[src/rtl/reference_reader.sv]
// sync_fifo: generic first-word-fall-through FIFO; DEPTH must be a power of two.
// Latency: a pushed word is visible at head_dat the cycle after the push.
// Backpressure: pushes while full are dropped unless a pop frees the slot in the same cycle.
module sync_fifo #(
    parameter int WIDTH = 8,
    parameter int DEPTH = 4
) (
    input  logic                       clk,
    input  logic                       rst_n,
    input  logic                       push,
    input  logic [WIDTH-1:0]           push_dat,
    input  logic                       pop,
    output logic [WIDTH-1:0]           head_dat,
    output logic [$clog2(DEPTH+1)-1:0] count
);
    localparam int PW = $clog2(DEPTH);
    localparam int CW = $clog2(DEPTH + 1);

    logic [WIDTH-1:0] mem [DEPTH];
    logic [PW-1:0]    wr_ptr;
    logic [PW-1:0]    rd_ptr;
    logic             do_push;
    logic             do_pop;

    assign do_pop   = pop && (count != '0);
    assign do_push  = push && ((count != CW'(DEPTH)) || do_pop);
    assign head_dat = mem[rd_ptr];

    always_ff @(posedge clk or negedge rst_n) begin
        if (!rst_n) begin
            wr_ptr <= '0;
            rd_ptr <= '0;
            count  <= '0;
        end else begin
            if (do_push) wr_ptr <= wr_ptr + 1'b1;
            if (do_pop)  rd_ptr <= rd_ptr + 1'b1;
            case ({do_push, do_pop})
                2'b10:   count <= count + 1'b1;
                2'b01:   count <= count - 1'b1;
                default: count <= count;
            endcase
        end
    end

    always_ff @(posedge clk) begin
        if (do_push) mem[wr_ptr] <= push_dat;
    end
endmodule

// reference_reader: sweeps the reference buffer and streams I/Q with last (REFERENCE_READER_LOOP_EN: cyclic + stop).
// Latency: first out_valid two cycles after the first read issue; one sample/cycle when out_ready stays high.
// Backpressure: out_ready low fills a 4-deep FIFO; issues pause once FIFO entries + in-flight reach 4.
module reference_reader #(
    parameter int buffer_length = 10,
    parameter int index_bits    = 4,
    parameter int i_bits        = 12,
    parameter int q_bits        = 12
) (
    input  logic                         clk,
    input  logic                         rst_n,
    input  logic                         start,
`ifdef REFERENCE_READER_LOOP_EN
    input  logic                         stop,
`endif
    output logic                         busy,
    output logic                         done,
    output logic                         m_axi_rvalid,
    output logic                         m_axi_rready,
    output logic [index_bits-1:0]        m_axi_raddr,
    input  logic                         s_axi_rready,
    input  logic                         s_axi_rvalid,
    input  logic signed [i_bits-1:0]     i_in,
    input  logic signed [q_bits-1:0]     q_in,
    output logic signed [i_bits-1:0]     out_i,
    output logic signed [q_bits-1:0]     out_q,
    output logic                         out_valid,
    input  logic                         out_ready,
    output logic                         out_last
);
    localparam int FIFO_DEPTH = 4;
    localparam int CNT_W      = $clog2(FIFO_DEPTH + 1);
    localparam int DAT_W      = 1 + i_bits + q_bits;
    localparam logic [index_bits-1:0] LAST_ADDR = index_bits'(buffer_length - 1);

    typedef enum logic [1:0] {IDLE, READ, DRAIN} state_t;

    state_t               state, state_nxt;
    logic [index_bits-1:0] addr, addr_nxt;
    logic                 issue;
    logic                 done_nxt;
    logic                 inflight;
    logic                 inflight_last;
    logic                 credit_ok;
    logic                 capture;
    logic [CNT_W-1:0]     fifo_count;
    logic [DAT_W-1:0]     head_dat;

    // Reserve a slot for the word still on its way back so a capture never finds the FIFO full.
    assign credit_ok = ({1'b0, fifo_count} + {{CNT_W{1'b0}}, inflight}) < (CNT_W+1)'(FIFO_DEPTH);

    always_comb begin
        state_nxt = state;
        addr_nxt  = addr;
        issue     = 1'b0;
        done_nxt  = 1'b0;
        case (state)
            IDLE: begin
                if (start) begin
                    state_nxt = READ;
                    addr_nxt  = '0;
                end
            end
            READ: begin
                if (s_axi_rready && credit_ok) begin
                    issue = 1'b1;
                    if (addr == LAST_ADDR) begin
`ifdef REFERENCE_READER_LOOP_EN
                        addr_nxt  = '0;
`else
                        state_nxt = DRAIN;
`endif
                    end else begin
                        addr_nxt = addr + 1'b1;
                    end
                end
`ifdef REFERENCE_READER_LOOP_EN
                if (stop) state_nxt = DRAIN;
`endif
            end
            DRAIN: begin
                if ((fifo_count == '0) && !inflight) begin
                    state_nxt = IDLE;
                    done_nxt  = 1'b1;
                end
            end
            default: state_nxt = IDLE;
        endcase
    end

    always_ff @(posedge clk or negedge rst_n) begin
        if (!rst_n) begin
            state         <= IDLE;
            addr          <= '0;
            inflight      <= 1'b0;
            inflight_last <= 1'b0;
            m_axi_rready  <= 1'b0;
            done          <= 1'b0;
        end else begin
            state         <= state_nxt;
            addr          <= addr_nxt;
            inflight      <= issue;
            inflight_last <= issue && (addr == LAST_ADDR);
            m_axi_rready  <= (fifo_count < CNT_W'(FIFO_DEPTH));
            done          <= done_nxt;
        end
    end

    assign busy         = (state != IDLE);
    assign m_axi_rvalid = issue;
    assign m_axi_raddr  = addr;
    // A missing rvalid on the return cycle simply loses that word.
    assign capture      = inflight && s_axi_rvalid;

    sync_fifo #(
        .WIDTH (DAT_W),
        .DEPTH (FIFO_DEPTH)
    ) u_fifo (
        .clk      (clk),
        .rst_n    (rst_n),
        .push     (capture),
        .push_dat ({inflight_last, i_in, q_in}),
        .pop      (out_valid && out_ready),
        .head_dat (head_dat),
        .count    (fifo_count)
    );

    assign out_valid = (fifo_count != '0);
    assign {out_last, out_i, out_q} = out_valid ? head_dat : '0;
endmodule

[config.mk]
export PLATFORM = sky130hd
export DESIGN_NAME = reference_reader
export DESIGN_NICKNAME = d
export VERILOG_FILES = /design/src/rtl/reference_reader.sv
export SDC_FILE = /design/constraint.sdc
export NUM_CORES = 1
export LEC_CHECK = 0
export ABC_AREA = 1
export CAP_MARGIN = 0
export CORE_ASPECT_RATIO = 0.9
export CORE_UTILIZATION = 55
export CTS_CLUSTER_DIAMETER = 50
export DETAILED_ROUTE_END_ITERATION = 12
export PLACE_DENSITY = 0.81
export SKIP_CTS_REPAIR_TIMING = 1
export SLEW_MARGIN = 40
export SYNTH_ARGS = -nofsm -noshare
export SYNTH_HDL_FRONTEND = slang
export SYNTH_SLANG_ARGS = --single-unit
[constraint.sdc]
create_clock -name clk -period 2.5 [get_ports clk]
set_input_delay 0.375 -clock clk [delete_from_list [all_inputs] [get_ports clk]]
set_output_delay 0.375 -clock clk [all_outputs]
set_load 0.005 [all_outputs]
Word level (Yosys, flattened, before mapping)
Memories as Yosys holds them, arrays and structs flattened.
Index checks and enable logic that the tools add are counted.

cells by class
  add/subtract/negate cells = 6
  $mul = 0
  div/mod/pow operators = 0
  magnitude comparators = 2
  equal/unequal tests = 11
  shift operators = 0
  mux-type cells = 17
  bitwise operators = 0
  reductions and logical operators = 17

operators by type and width
  operator               count
  $mux W25               1
  $mux W4                3
  $ne A2 B2 Y1 const B   5
  $mux W2                4
  $pmux W4 S2            1
  $reduce_and A4 Y1      2
  $logic_and A1 B1 Y1    7
  $mux W1                6
  $pmux W2 S3            1
  $pmux W3 S2            1
  $reduce_bool A2 Y1     3
  $add A2 B1 Y2 const B  2
  $add A3 B1 Y4          1
  $add A4 B1 Y4 const B  1
  $eq A2 B1 Y1 const B   2
  $eq A2 B2 Y1 const B   2
  $eq A4 B4 Y1 const B   1
  $lt A4 B3 Y1 const B   1
  $add A3 B1 Y3 const B  1
  $logic_not A3 Y1       1
  $lt A3 B3 Y1 const B   1
  $ne A3 B3 Y1 const B   1
  $reduce_bool A3 Y1     1
  $sub A3 B1 Y3 const B  1
  other kinds (3)        3

storage, ports and cells
  bits in registers = 17
  latch bits = 0
  RAM bits = 100
  bits in read-only memories = 0
  bits of input ports = 30
  output and inout port bits = 34
  logic and storage cells = 63
  memories kept = 1

memories
  name        words  width  rd ports  clocked after memory_dff  wr ports  line  text
  u_fifo.mem  4      25     1         0                         1         19    logic [WIDTH-1:0] mem [DEPTH];

Logic depth before layout (Yosys ltp)
Gate-level depths: netlist (run 1).

  word-level depth = 7
  gate-level depth with buffers = 9
  depth with buffers taken out = 9

Hierarchy
Synthesis (run 1) repeated with hierarchy kept, for this count alone.

second synthesis, totals
  cells, all modules = 422
  area total of the unflattened synthesis = 4916.0 sq um

modules (own cells, without submodules)
  module            instances  cells an instance  area each (sq um)  seq. area each (sq um)
  sync_fifo         1          297                4134.0             3178.0
  reference_reader  1          125                782.0              250.2

Worst setup path after synthesis (run 1)
Ideal clock, no wire load.

  path type = register -> register
  start = register u_fifo.wr_ptr[0]
  end = memory u_fifo.mem[2][0] (netlist name) (enable)
  setup time = 407 ps
  arrival = 1732 ps
  data required time = 2093 ps
  setup slack = 361 ps
  stages on the path, launching flop included = 5
  path buffers = 0
  clock period less this slack = 2139 ps
  path through = dfrtp_1 inv_1 ha_1 inv_1 nor2_1

RTL lines
  element                 line  text
  start, declared         20    logic [PW-1:0] wr_ptr;
  start signal, assigned  35    if (do_push) wr_ptr <= wr_ptr + 1'b1;
  end, declared           19

Straight into the memory's write port.

Final worst setup path (run 1)
  start = register u_fifo.rd_ptr[0]
  end = output out_i[7]

on the way
  cells in the longest elaborated chain, start to end = 2

RTL lines
  element                 line  text
  start, declared         21    logic [PW-1:0] rd_ptr;
  start signal, assigned  36    if (do_pop) rd_ptr <= rd_ptr + 1'b1;
  $mem_v2 Z4 W25          -
  $mux W25                178   assign {out_last, out_i, out_q} = out_valid ? head_dat : '0;
  end, declared           74    output logic signed [i_bits-1:0] out_i,

Every way passes these cells.

==> results_dict.tcl, run 1 <==
set metrics [dict create \
    status "complete, but fails checks" \
    violations "setup timing" \
    fin_util_pct 73.2 \
    cts_inserted_buffers 17 \
    min_path_type "input port to asynchronous set/reset pin" \
    critical_path.slowest_cell "clkdlybuf4s50_1" \
    power_density_nw_per_um2 1200 \
    path_buf_inv 3 \
    dpl_worst_slack_ns 0.337 \
    maxCapViolations 0 \
    whs_ns 0.327 \
    synth_top_family_by_area "simple AND/OR/NAND/NOR gates" \
    layout_min_cycle_time_ns 2.53 \
    num_io_pins 64 \
    ys_ff_latch 117 \
    die_w_um 101 \
    crit_arrival_ns 2.16 \
    maxSlewViolCount 0 \
    clock_sink_count 117 \
    clk_pin_slew_ns 0.05 \
    fin_ws_ns -0.0311 \
    start_util_pct 56.6 \
    synth_xor_area_share_pct 0.361 \
    n_antenna_cell 0 \
    antenna_found_initial 0 \
    clockBufferDepth 2 \
    via_count 3312 \
    layout-drive-gt1-share_pct 13.8 \
    hpwl_um 6060 \
    slew_headroom_pct 72.9 \
    leakage_nw 2.35 \
    synth_warnings 0 \
    use_met3_pct 7.01 \
    synthAdderAreaFrac_pct 1.96 \
    clock.fmax_ghz 0.395 \
    drt_iter0_drc 163 \
    dr.pass1.iters 4 \
    ir_drop_mv 0.667 \
    drc_errors 0 \
    coreArea_um2 8570 \
    nets 534 \
    rsz0062_at_grt "yes" \
    cts_max_level 4 \
    drt-wirelength-per-cell_um 16.1 \
    cts-root-buf "clkbuf_8" \
    synth_compound_area_share_pct 8.88 \
    num_rows 32 \
    grt_pass1_wl_um 16100 \
    ant_nets 0 \
    fp.dieH_um 91.1 \
    synthSimpleGateAreaFrac_pct 14.2 \
    cpLargestDelayFamily "buffers and inverters" \
    insertion_delay_ns 0.51 \
    use_met1_pct 29.4 \
    busiest_layer "met2" \
    cp-end-kind "output port" \
    setup_tns_ns -0.0311 \
    syn_to_final_growth_pct 29.4 \
    slowest_delay_ns 0.53 \
    synth.area.mux_share_pct 0 \
    worst_pin_slew_ns 0.407 \
    syn_inst 415 \
    crit_chain "inv_2 -> buf_12 -> o21ai_0 -> a21oi_1 -> clkdlybuf4s50_1" \
    startpoint_type "flop" \
    grt_pass1_vias 3313 \
    ys_seq_area_share_pct 70.7 \
    totalWireLength_um 10100 \
    vias_per_cell 5.28 \
    place_congestion 0.783 \
    cp.required_ns 2.12 \
    cp_max_fo 26 \
    grt-ovfl-total 0 \
    io_buffers 63 \
    fp.dieArea_um2 9190 \
    timing_worst_setup_path_type "flop to output port" \
    ys_types 26 \
    cts_tree "yes" \
    hold_violations 0 \
    syn_area_per_cell_um2 11.7 \
    synth_nets 452 \
    setup_viol 1 \
    final.setup_skew_ns 0.0119 \
    syn_area_um2 4850 \
    grt_max_degree 27 \
    post-route-period-util_pct 101 \
    grt_use_total_pct 24.0 \
    grt_use_met2_pct 40.0 \
]
[cells in the final DEF, fill, tap and decap left out]
cell type        count
nand2_2              4
or2_2                2
nor2_2               4
nand3_2              1
or2_1                1
a21oi_2              1
nor2_1             109
bufinv_16            3
buf_2                1
dfrtp_1             15
dlygate4sd3_1        1
nor2_4               2
o21ai_1              8
clkdlybuf4s50_1     60
o21ai_0             44
edfxtp_1           100
clkinv_2             2
nand2_1             31
clkbuf_16           16
xor2_1               2
buf_4               13
a21oi_1             29
nand4_2              1
nor3_1               1
nand2_4              1
dlymetal6s2s_1       2
clkbuf_8             1
clkbuf_1             3
clkinv_1             1
ha_1                 6
buf_6                2
o21ai_4              1
clkinvlp_4           4
dfrtp_2              2
inv_1               15
inv_4                2
nand3_1              9
fa_1                 1
inv_2                5
buf_12               2
[sequential cells by signal, summed over array words and instances, names as in the netlist]
register and count:
state 2, m_axi_rready 1, u_fifo.mem 100, m_axi_raddr 4, u_fifo.count 3, inflight 1
u_fifo.wr_ptr 2, inflight_last 1, done 1, u_fifo.rd_ptr 2
[power by group]
group | leakage, nW | internal, mW | switching, mW
Clock | 0.260 | 1.49 | 0.792
Sequential | 1.11 | 2.32 | 0.149
Combinational | 0.979 | 1.32 | 1.45
[cells in the mapped netlist]
cell type / count / area share, %
a21oi_1: 29 / 3.0
nand4_2: 1 / 0.26
inv_1: 15 / 1.2
o21ai_1: 8 / 0.83
nor3_1: 1 / 0.10
ha_1: 6 / 1.5
nand2_1: 31 / 2.4
nand3_2: 1 / 0.21
clkbuf_2: 5 / 0.52
nand2_4: 1 / 0.23
xor2_1: 2 / 0.36
dfrtp_1: 17 / 8.8
inv_2: 7 / 0.54
fa_1: 1 / 0.41
edfxtp_1: 100 / 62
nand3_1: 9 / 0.93
or2_2: 2 / 0.26
a21oi_2: 1 / 0.18
buf_2: 8 / 0.83
buf_4: 5 / 0.77
o21ai_0: 44 / 4.5
nor2_1: 113 / 8.8
o21ai_4: 1 / 0.34
nor2_4: 2 / 0.46
nand2_2: 4 / 0.52
or2_1: 1 / 0.13
[kinds of logic after synthesis]
kind of cell / after synthesis
and+or+nand+nor: 166
adders and majority gates: 7
buffers and inverters: 40
AOI/OAI and AO/OA: 83
DFF: 117
xor gates and xnor gates: 2
[layer usage]
metal	part of all wire [%]	wire, um	up-vias
li1	-	-	1591
met3	6.7	673	15
met1	41	4190	1589
met4	0.85	86	0
met5	0	0	-
met2	51	5160	117
[metrics by stage]
| step | area, um^2 | power, mW | instances |
|---|---|---|---|
| finish | 6270 | 7.51 | 627 |
| global route | 6270 | 7.95 | 627 |
| CTS | 6200 | 7.44 | 623 |
| detailed placement | 5640 | 5.14 | 593 |
| global placement | 5640 | 5.04 | 593 |
| floorplan | 4850 | 3.97 | 415 |
[area by class of cell]
cell class                 count  area, um^2
timing repair buffer          81         801
clock buffer                  20         425
tap                          119         149
inverter                      22        87.6
multi-input combinational    258        1240
sequential                   117        3430
clock inverter                10         134
fill                         577        2300
[path summary, 6_finish.rpt]
path / startpoint / to / slack (ns) / cells after the start
worst min-delay path: rst_n / m_axi_raddr[3]$_DFFE_PN0P_ / 0.33 / 2
max in group asynchronous: rst_n / u_fifo.rd_ptr[0]$_DFFE_PN0P_ / 1.85 / 2
worst max register to register: u_fifo.count[0]$_DFFE_PN0P_ / u_fifo.count[1]$_DFFE_PN0P_ / 0.94 / 7
worst min register to register: inflight_last$_DFF_PN0_ / u_fifo.mem[3][24]$_DFFE_PP_ / 0.50 / 0
worst max-delay path: u_fifo.rd_ptr[0]$_DFFE_PN0P_ / out_i[7] / -0.03 / 5
min in group clk: inflight_last$_DFF_PN0_ / u_fifo.mem[3][24]$_DFFE_PP_ / 0.50 / 0
No activity file was read; power rests on OpenSTA's default activity.
==> run 2: changes to the inputs <==
--- a/config.mk
+++ b/config.mk
@@ -8,10 +8,12 @@
 export ABC_AREA = 1
 export CAP_MARGIN = 0
 export CORE_ASPECT_RATIO = 0.9
-export CORE_UTILIZATION = 55
+export CORE_UTILIZATION = 57
+export CTS_BUF_LIST = sky130_fd_sc_hd__clkbuf_2 sky130_fd_sc_hd__clkbuf_4 sky130_fd_sc_hd__clkbuf_8
 export CTS_CLUSTER_DIAMETER = 50
+export CTS_CLUSTER_SIZE = 25
 export DETAILED_ROUTE_END_ITERATION = 12
-export PLACE_DENSITY = 0.81
+export PLACE_DENSITY = 0.83
 export SKIP_CTS_REPAIR_TIMING = 1
 export SLEW_MARGIN = 40
 export SYNTH_ARGS = -nofsm -noshare
==> results_dict.tcl, run 2 (synthesis results as in run 1) <==
set metrics [dict create \
    setup_viol 0 \
    rsz0062_at_grt "yes" \
    grt-ovfl-total 0 \
    totalWireLength_um 10200 \
    grt_pass1_wl_um 15600 \
    final_cell_mix "109 x nor2_1, 100 x edfxtp_1, 62 x clkdlybuf4s50_1, 44 x o21ai_0, 31 x nand2_1" \
    fp.dieH_um 89.5 \
    crit_arrival_ns 2.04 \
    fin_ws_ns 0.0836 \
    cp-end-kind "output port" \
    clockBufferDepth 2 \
    nets 530 \
    maxSlewViolCount 0 \
    status "completed" \
    n_antenna_cell 0 \
    timing_worst_setup_path_type "flop to output port" \
    grt_max_degree 47 \
    cpMostUsedCell "nor2_1" \
    vias_per_cell 5.55 \
    r2r_cells 8 \
    critical_path.slowest_cell "clkdlybuf4s50_1" \
    via_count 3350 \
    drc_errors 0 \
    largest_reg_flops 100 \
    reg2reg_from "u_fifo.count[2]$_DFFE_PN0P_" \
    power_density_nw_per_um2 1130 \
    cp_max_fo 15 \
    place_congestion 0.790 \
    hpwl_um 6020 \
    io_buffers 63 \
    post-route-period-util_pct 96.7 \
    cts-root-buf "clkbuf_8" \
    fillerInstances 552 \
    crit_chain "buf_6 -> nor2_1 -> nor2_1 -> o21ai_1 -> a21oi_1 -> clkdlybuf4s50_1" \
    clock.fmax_ghz 0.414 \
    cts_tree "yes" \
    top_register "u_fifo.mem" \
    insertion_delay_ns 0.42 \
    slowest_delay_ns 0.54 \
    slew_headroom_pct 73.5 \
    place_area_um2 5600 \
    power_mw 6.82 \
    maxCapViolations 0 \
    min_path_type "input port to asynchronous set/reset pin" \
    syn_to_final_growth_pct 24.1 \
    layout_min_cycle_time_ns 2.42 \
    layout-drive-gt1-share_pct 14.1 \
    final_common_cell "nor2_1" \
    whs_ns 0.423 \
    reg2reg_to "u_fifo.count[2]$_DFFE_PN0P_" \
    start_util_pct 59.5 \
    startpoint_type "flop" \
    worst_pin_slew_ns 0.397 \
    clk_pin_slew_ns 0.07 \
    grt_pass1_vias 3243 \
    antenna_found_initial 0 \
    coreArea_um2 8150 \
    drt-wirelength-per-cell_um 17.0 \
    cts_max_level 4 \
    ant_nets 0 \
    cp.required_ns 2.12 \
    rrSetupSlack_ns 0.91 \
    clock_sink_count 117 \
    num_rows 31 \
    final.setup_skew_ns 0.00762 \
    dr.pass1.iters 5 \
    dpl_worst_slack_ns 0.222 \
    hold_violations 0 \
    cts_inserted_buffers 17 \
    fin_area_um2 6020 \
    drt_iter0_drc 248 \
    grt_use_total_pct 24.0 \
    die_w_um 99.2 \
    fp.dieArea_um2 8880 \
    leakage_nw 2.21 \
    num_io_pins 64 \
    ir_drop_mv 0.572 \
]
## run 2: worst max path at each step
stage	startpoint	endpoint	slack [ns]
6_report	u_fifo.rd_ptr[0]$_DFFE_PN0P_	out_i[1]	0.08
5_1_grt	u_fifo.rd_ptr[0]$_DFFE_PN0P_	out_i[4]	-0.05
4_1_cts	u_fifo.rd_ptr[1]$_DFFE_PN0P_	out_i[4]	-0.23
3_5_place_dp	u_fifo.rd_ptr[1]$_DFFE_PN0P_	out_i[4]	0.22
2_1_floorplan	u_fifo.wr_ptr[0]$_DFFE_PN0P_	u_fifo.mem[2][0]$_DFFE_PP_	0.36
3_3_place_gp	u_fifo.rd_ptr[1]$_DFFE_PN0P_	out_i[1]	0.32
## run 2: through the flow
stage / cells / TNS [ns] / util [%]
floorplan: 415 / 0 / -
global placement: 569 / 0 / 68.7
detailed placement: 569 / 0 / 68.7
CTS: 600 / -4.14 / 73.1
global route: 604 / -0.173 / 73.9
finish: 604 / 0 / 73.9
## run 2: final cells by class
cell class / count / area (um^2) / share of cell area (%)
inverters: 22 / 90.1 / 1.50
multi-input cells: 258 / 1240 / 20.7
repair buffers: 77 / 774 / 12.9
flip-flops and latches: 117 / 3430 / 57.0
clock inverters: 13 / 111 / 1.85
clock buffers: 18 / 241 / 4.01
well taps: 99 / 124 / 2.06
## run 2: per-layer routing
metal	wire length, um	GRT usage (%)
met1	4370	30.6
met3	733	6.57
met4	137	9.89
met2	5000	39.6
met5	0	0
## run 2: where the power goes
part	internal, mW	switching, mW	total [mW]	leakage (nW)
clock network	0.782	0.758	1.54	0.162
logic	1.33	1.49	2.83	0.939
registers	2.31	0.141	2.45	1.11
## run 2: critical path: cells and delay by family, from the launching register on
| kind | cells | cell delay [ns] |
|---|---|---|
| AO/OA/AOI/OAI | 2 | 0.30 |
| buffers and inverters | 2 | 0.73 |
| AND/OR/NAND/NOR | 2 | 0.16 |
| flip-flops | 1 | 0.43 |
==> run 3: changes to the inputs <==
--- a/config.mk
+++ b/config.mk
@@ -8,12 +8,12 @@
 export ABC_AREA = 1
 export CAP_MARGIN = 0
 export CORE_ASPECT_RATIO = 0.9
-export CORE_UTILIZATION = 57
+export CORE_UTILIZATION = 35
 export CTS_BUF_LIST = sky130_fd_sc_hd__clkbuf_2 sky130_fd_sc_hd__clkbuf_4 sky130_fd_sc_hd__clkbuf_8
 export CTS_CLUSTER_DIAMETER = 50
 export CTS_CLUSTER_SIZE = 25
 export DETAILED_ROUTE_END_ITERATION = 12
-export PLACE_DENSITY = 0.83
+export PLACE_DENSITY = 0.56
 export SKIP_CTS_REPAIR_TIMING = 1
 export SLEW_MARGIN = 40
 export SYNTH_ARGS = -nofsm -noshare
==> results_dict.tcl, run 3 (synthesis results as in run 1) <==
set metrics [dict create \
    top_register "u_fifo.mem" \
    syn_to_final_growth_pct 28.6 \
    slew_headroom_pct 77.9 \
    fillerInstances 1250 \
    cts-root-buf "clkbuf_8" \
    num_rows 40 \
    dr.pass1.iters 4 \
    insertion_delay_ns 0.43 \
    rsz0062_at_grt "yes" \
    layout_min_cycle_time_ns 2.47 \
    grt_pass1_vias 3154 \
    dpl_worst_slack_ns 0.324 \
    crit_arrival_ns 2.09 \
    clock.fmax_ghz 0.405 \
    leakage_nw 2.49 \
    fp.dieH_um 114 \
    ir_drop_mv 0.558 \
    critical_path.slowest_cell "dfrtp_4" \
    clk_pin_slew_ns 0.06 \
    num_io_pins 64 \
    fin_ws_ns 0.0323 \
    power_density_nw_per_um2 1090 \
    grt_pass1_wl_um 16200 \
    ant_nets 0 \
    status "completed" \
    coreArea_um2 13400 \
    fin_area_um2 6230 \
    cpMostUsedCell "nor2_1" \
    setup_viol 0 \
    path_buf_inv 2 \
    layout-drive-gt1-share_pct 14.5 \
    min_path_type "input port to asynchronous set/reset pin" \
    final_common_cell "nor2_1" \
    startpoint_type "flop" \
    cts_inserted_buffers 17 \
    slowest_delay_ns 0.53 \
    place_congestion 0.727 \
    drc_errors 0 \
    drt_iter0_drc 299 \
    cpLargestDelayFamily "buffers and inverters" \
    crit_chain "clkbuf_16 -> nor2_1 -> nor2_1 -> o21ai_0 -> a21oi_1 -> clkdlybuf4s50_1" \
    nets 538 \
    n_antenna_cell 0 \
    io_buffers 63 \
    maxSlewViolCount 0 \
    grt-ovfl-total 0 \
    hold_violations 0 \
    grt_max_degree 39 \
    maxCapViolations 0 \
    start_util_pct 36.1 \
    reg2reg_from "u_fifo.count[2]$_DFFE_PN0P_" \
    grt_use_total_pct 15.3 \
    cp.required_ns 2.12 \
    crit_start "u_fifo.rd_ptr[0]$_DFFE_PN0P_" \
    antenna_found_initial 0 \
    cts_max_level 4 \
    fp.dieArea_um2 14300 \
    largest_reg_flops 100 \
    totalWireLength_um 10500 \
    die_w_um 126 \
    cp_max_fo 18 \
    cp-end-kind "output port" \
    via_count 3229 \
    cts_tree "yes" \
    clock_sink_count 117 \
    vias_per_cell 4.76 \
    timing_worst_setup_path_type "flop to output port" \
    hpwl_um 6240 \
    final.setup_skew_ns 0.00868 \
    worst_pin_slew_ns 0.332 \
    place_area_um2 5750 \
    clockBufferDepth 2 \
    post-route-period-util_pct 98.7 \
    drt-wirelength-per-cell_um 15.4 \
    final_cell_mix "109 x nor2_1, 100 x edfxtp_1, 44 x o21ai_0, 44 x clkdlybuf4s50_1, 31 x nand2_1" \
]
==> run 3: cell count changes in the layout (fill, tap and decap cells not counted), sizes merged <==
cell,delta
dlymetal6s2s,+19
clkinvlp,-7
inv,-1
clkdlybuf4s50,-18
dlygate4sd3,-1
clkbuf,+3
buf,+7
clkinv,+4
==> run 3: worst paths after layout <==
check	cells past startpoint	slack (ns)	endpoint
min in group clk	1	0.48	done$_DFF_PN0_
worst min register to register	1	0.48	done$_DFF_PN0_
worst max-delay path	6	0.03	out_q[2]
max in group asynchronous	2	2.02	u_fifo.rd_ptr[0]$_DFFE_PN0P_
worst min-delay path	2	0.27	u_fifo.count[2]$_DFFE_PN0P_
worst max register to register	8	0.92	u_fifo.count[2]$_DFFE_PN0P_
==> run 3: layout make-up <==
cell class                 count  area, um^2  share of cell area [%]
inverter                      22        90.1                    1.44
multi-input combinational    258        1250                    20.0
clock inverter                 9        65.1                    1.04
timing repair buffer          85         932                    15.0
tap                          168         210                    3.37
sequential                   117        3430                    55.1
clock buffer                  20         256                    4.11
==> run 3: worst register-to-register path: cells and delay by family, from the launching register on <==
family	cells	cell delay, ns
fa+ha+maj	1	0.42
buf+inv	1	0.09
simple gates	6	0.57
flops	1	0.40
==> run 3: metrics by stage <==
step / cells / power [mW] / setup TNS [ns] / util (%) / hold WS (ns)
floorplan: 415 / 3.97 / 0 / - / 0.0794
global placement: 642 / 5.22 / 0 / 42.9 / 0.471
detailed placement: 642 / 5.25 / 0 / 42.9 / 0.471
CTS: 671 / 6.74 / -2.07 / 45.3 / 0.255
global route: 679 / 7.27 / -0.262 / 46.5 / 0.272
finish: 679 / 6.78 / 0 / 46.5 / 0.266
==> run 3: where the power goes <==
group | leakage, nW | switching (mW) | total (mW) | internal [mW]
logic | 1.21 | 1.48 | 2.84 | 1.37
clock network | 0.172 | 0.682 | 1.46 | 0.777
registers | 1.11 | 0.157 | 2.48 | 2.32
==> run 3: per-layer routing <==
metal	vias to the layer above	GRT usage, %	routed length, um
met2	87	23.5	4700
li1	1596	-	-
met3	13	4.46	555
met4	0	6.75	131
met5	-	0	0
met1	1533	20.2	5100
==> RTL change: new RTL, settings of run 1 <==
Set the localparam `FIFO_DEPTH` to 8 (it was 4).
--- a/src/rtl/reference_reader.sv
+++ b/src/rtl/reference_reader.sv
@@ -77,7 +77,7 @@
     input  logic                         out_ready,
     output logic                         out_last
 );
-    localparam int FIFO_DEPTH = 4;
+    localparam int FIFO_DEPTH = 8;
     localparam int CNT_W      = $clog2(FIFO_DEPTH + 1);
     localparam int DAT_W      = 1 + i_bits + q_bits;
     localparam logic [index_bits-1:0] LAST_ADDR = index_bits'(buffer_length - 1);
Behaviour: not the same (a bounded check fails within 10 cycles, from zero or initial values and one cycle with rst_n low).
==> RTL change against run 1 <==
The run still ends with negative setup slack left; first-iteration DRC count grew to 4.4 times the old value; area after synthesis increased by 86%; hold slack got worse by 130 ps; wire length grew 99%; power is 69% higher; final area grew 75%; worst setup slack worse by 260 ps; clock power rose by 37%; sequential cell count grew 103.
==> RTL change: results (changes against run 1) <==
Synth cell types: 26 (unchanged)
Seq/Total Area, Yosys: 72.28% (+1.6 points)
R2r setup slk: 240 ps (-700 ps)
Vias in the first global route: 5639 (+70%)
XOR/XNOR Fraction of Synth Area: 0.6811% (+0.32 points)
Compound-Gate Fraction of Synth Area: 10.31% (+1.4 points)
Layout cell share with drive strength beyond 1: 10.74% (-3.0 points)
Worst R2R Start: u_fifo.count[0]$_DFFE_PN0P_
Fin nets: 878 (+64%)
Final Setup Violations: 9 (+8)
Crit-path slowest cell: dfrtp_2
Cells after synthesis: 759 (+83%)
HP Class: in -> async
Rel. slew slack: 68.46% (-4.4 points)
Drt first pass iters: 7 (+3)
Overall Global Routing Usage: 23.05% (-0.99 points)
Synth top area cells: edfxtp_1 67%, nor2_1 8.9%, o21ai_1 5.7%
Cts bufs inserted: 22 (+5)
Routed vias: 6067 (+83%)
Vias/cell: 5.729 (+8.5%)
CP max FO: 23 (-12%)
Clock Path Buffers: 3 (+1)
Clock H-tree levels: 1 (-3)
RePlAce Congestion: 0.7903 (+0.95%)
Leakage: 3.997 nW (+70%)
Syn_nets: 796 (+76%)
Top reg by flops: u_fifo.mem
Worst setup skew after layout: 9.805 ps (-2.132 ps)
R2R depth: 11 (+4)
Commonest cells in the netlist: 213 x nor2_1, 200 x edfxtp_1, 102 x o21ai_1, 81 x o21ai_0, 43 x nand2_1
Post-synthesis adder-cell area fraction: 0.9730% (-0.99 points)
Failing checks: negative setup slack
DP Wirelength: 10.36 mm (+71%)
DRT iter0 DRCs: 725 (+340%)
Clock root buffer: clkbuf_16
Peak VDD IR: 716.4 uV (+7.4%)
Crit Reg-Reg Endpoint: u_fifo.count[2]$_DFFE_PN0P_
WL per Instance: 19.02 um (+18%)
Switching Power: 4.378 mW (+83%)
Status: finished, violations left
Input/output buffers: 63 (unchanged)
Number of flip-flops in the largest register: 200 (+100%)
Placed cells: 1008 (+70%)
First-pass GRT wire length: 29.11 mm (+81%)
Largest net degree at the start of global routing: 58 (+110%)
Post-synth ARST share: 9.091% (-5.4 points)
Worst-path clk slew: 60 ps
Post-synth EDFFs: 200 (+100%)
# fillers: 1029 (+78%)
Worst-Skew Late Latency: 500 ps
Final WS setup: -290.7 ps (-259.6 ps)
Crit path DAT: 2420 ps (+260 ps)
RTL change: layout make-up:
cell class	count	share of cell area, %
clock buffers	33	5.678
clock inverters	7	0.6043
inverters	23	0.8324
multi-input cells	475	20.21
flip-flops and latches	220	59.34
well taps	202	2.303
repair buffers	99	11.04
RTL change: routing by layer:
metal	track usage [%]	part of all wire, %
met1	30.83	40
met2	39.53	50
met3	3.116	8.7
met4	7.143	1.7
met5	0	0
RTL change: metrics by stage:
step           TNS [ps]  instance area [sq um]  worst slack, ps  hold WS, ps  total power, mW
5_1_grt           -2916                  10970           -372.9        229.8            13.38
3_3_place_gp          0                  10030            298.9        502.2            9.062
6_report          -1982                  10970           -290.7        196.6            12.71
3_5_place_dp          0                  10030            212.8        505.1            9.186
4_1_cts           -4939                  10720           -298.6        205.6            12.32
2_1_floorplan    -38700                   9001           -387.0        79.41            7.297
RTL change: worst max path at each step:
stage	from	endpoint	slack (ps)	cells past startpoint
after floorplan	u_fifo.count[0]$_DFFE_PN0P_	u_fifo.mem[7][0]$_DFFE_PP_	-390	4
after global placement	u_fifo.rd_ptr[1]$_DFFE_PN0P_	out_i[10]	300	7
after detailed placement	out_ready	u_fifo.count[2]$_DFFE_PN0P_	210	11
after CTS	u_fifo.rd_ptr[0]$_DFFE_PN0P_	out_i[3]	-300	8
after global routing	u_fifo.rd_ptr[0]$_DFFE_PN0P_	out_i[7]	-370	9
final	u_fifo.rd_ptr[0]$_DFFE_PN0P_	out_i[10]	-290	7
RTL change: power by group through the flow:
stage,Sequential [mW],Clock [mW],Combinational [mW]
floorplan,4.48,0,2.81
global placement,4.57,0,4.50
detailed placement,4.58,0,4.61
CTS,4.51,3.15,4.66
global route,4.54,3.31,5.53
finish,4.51,3.13,5.06
RTL change: cells by family after synthesis:
logic type / after synthesis
DFF: 220
and+or+nand+nor: 276
AOI/OAI and AO/OA: 185
xor gates and xnor gates: 7
adders and majority gates: 7
buffers and inverters: 64
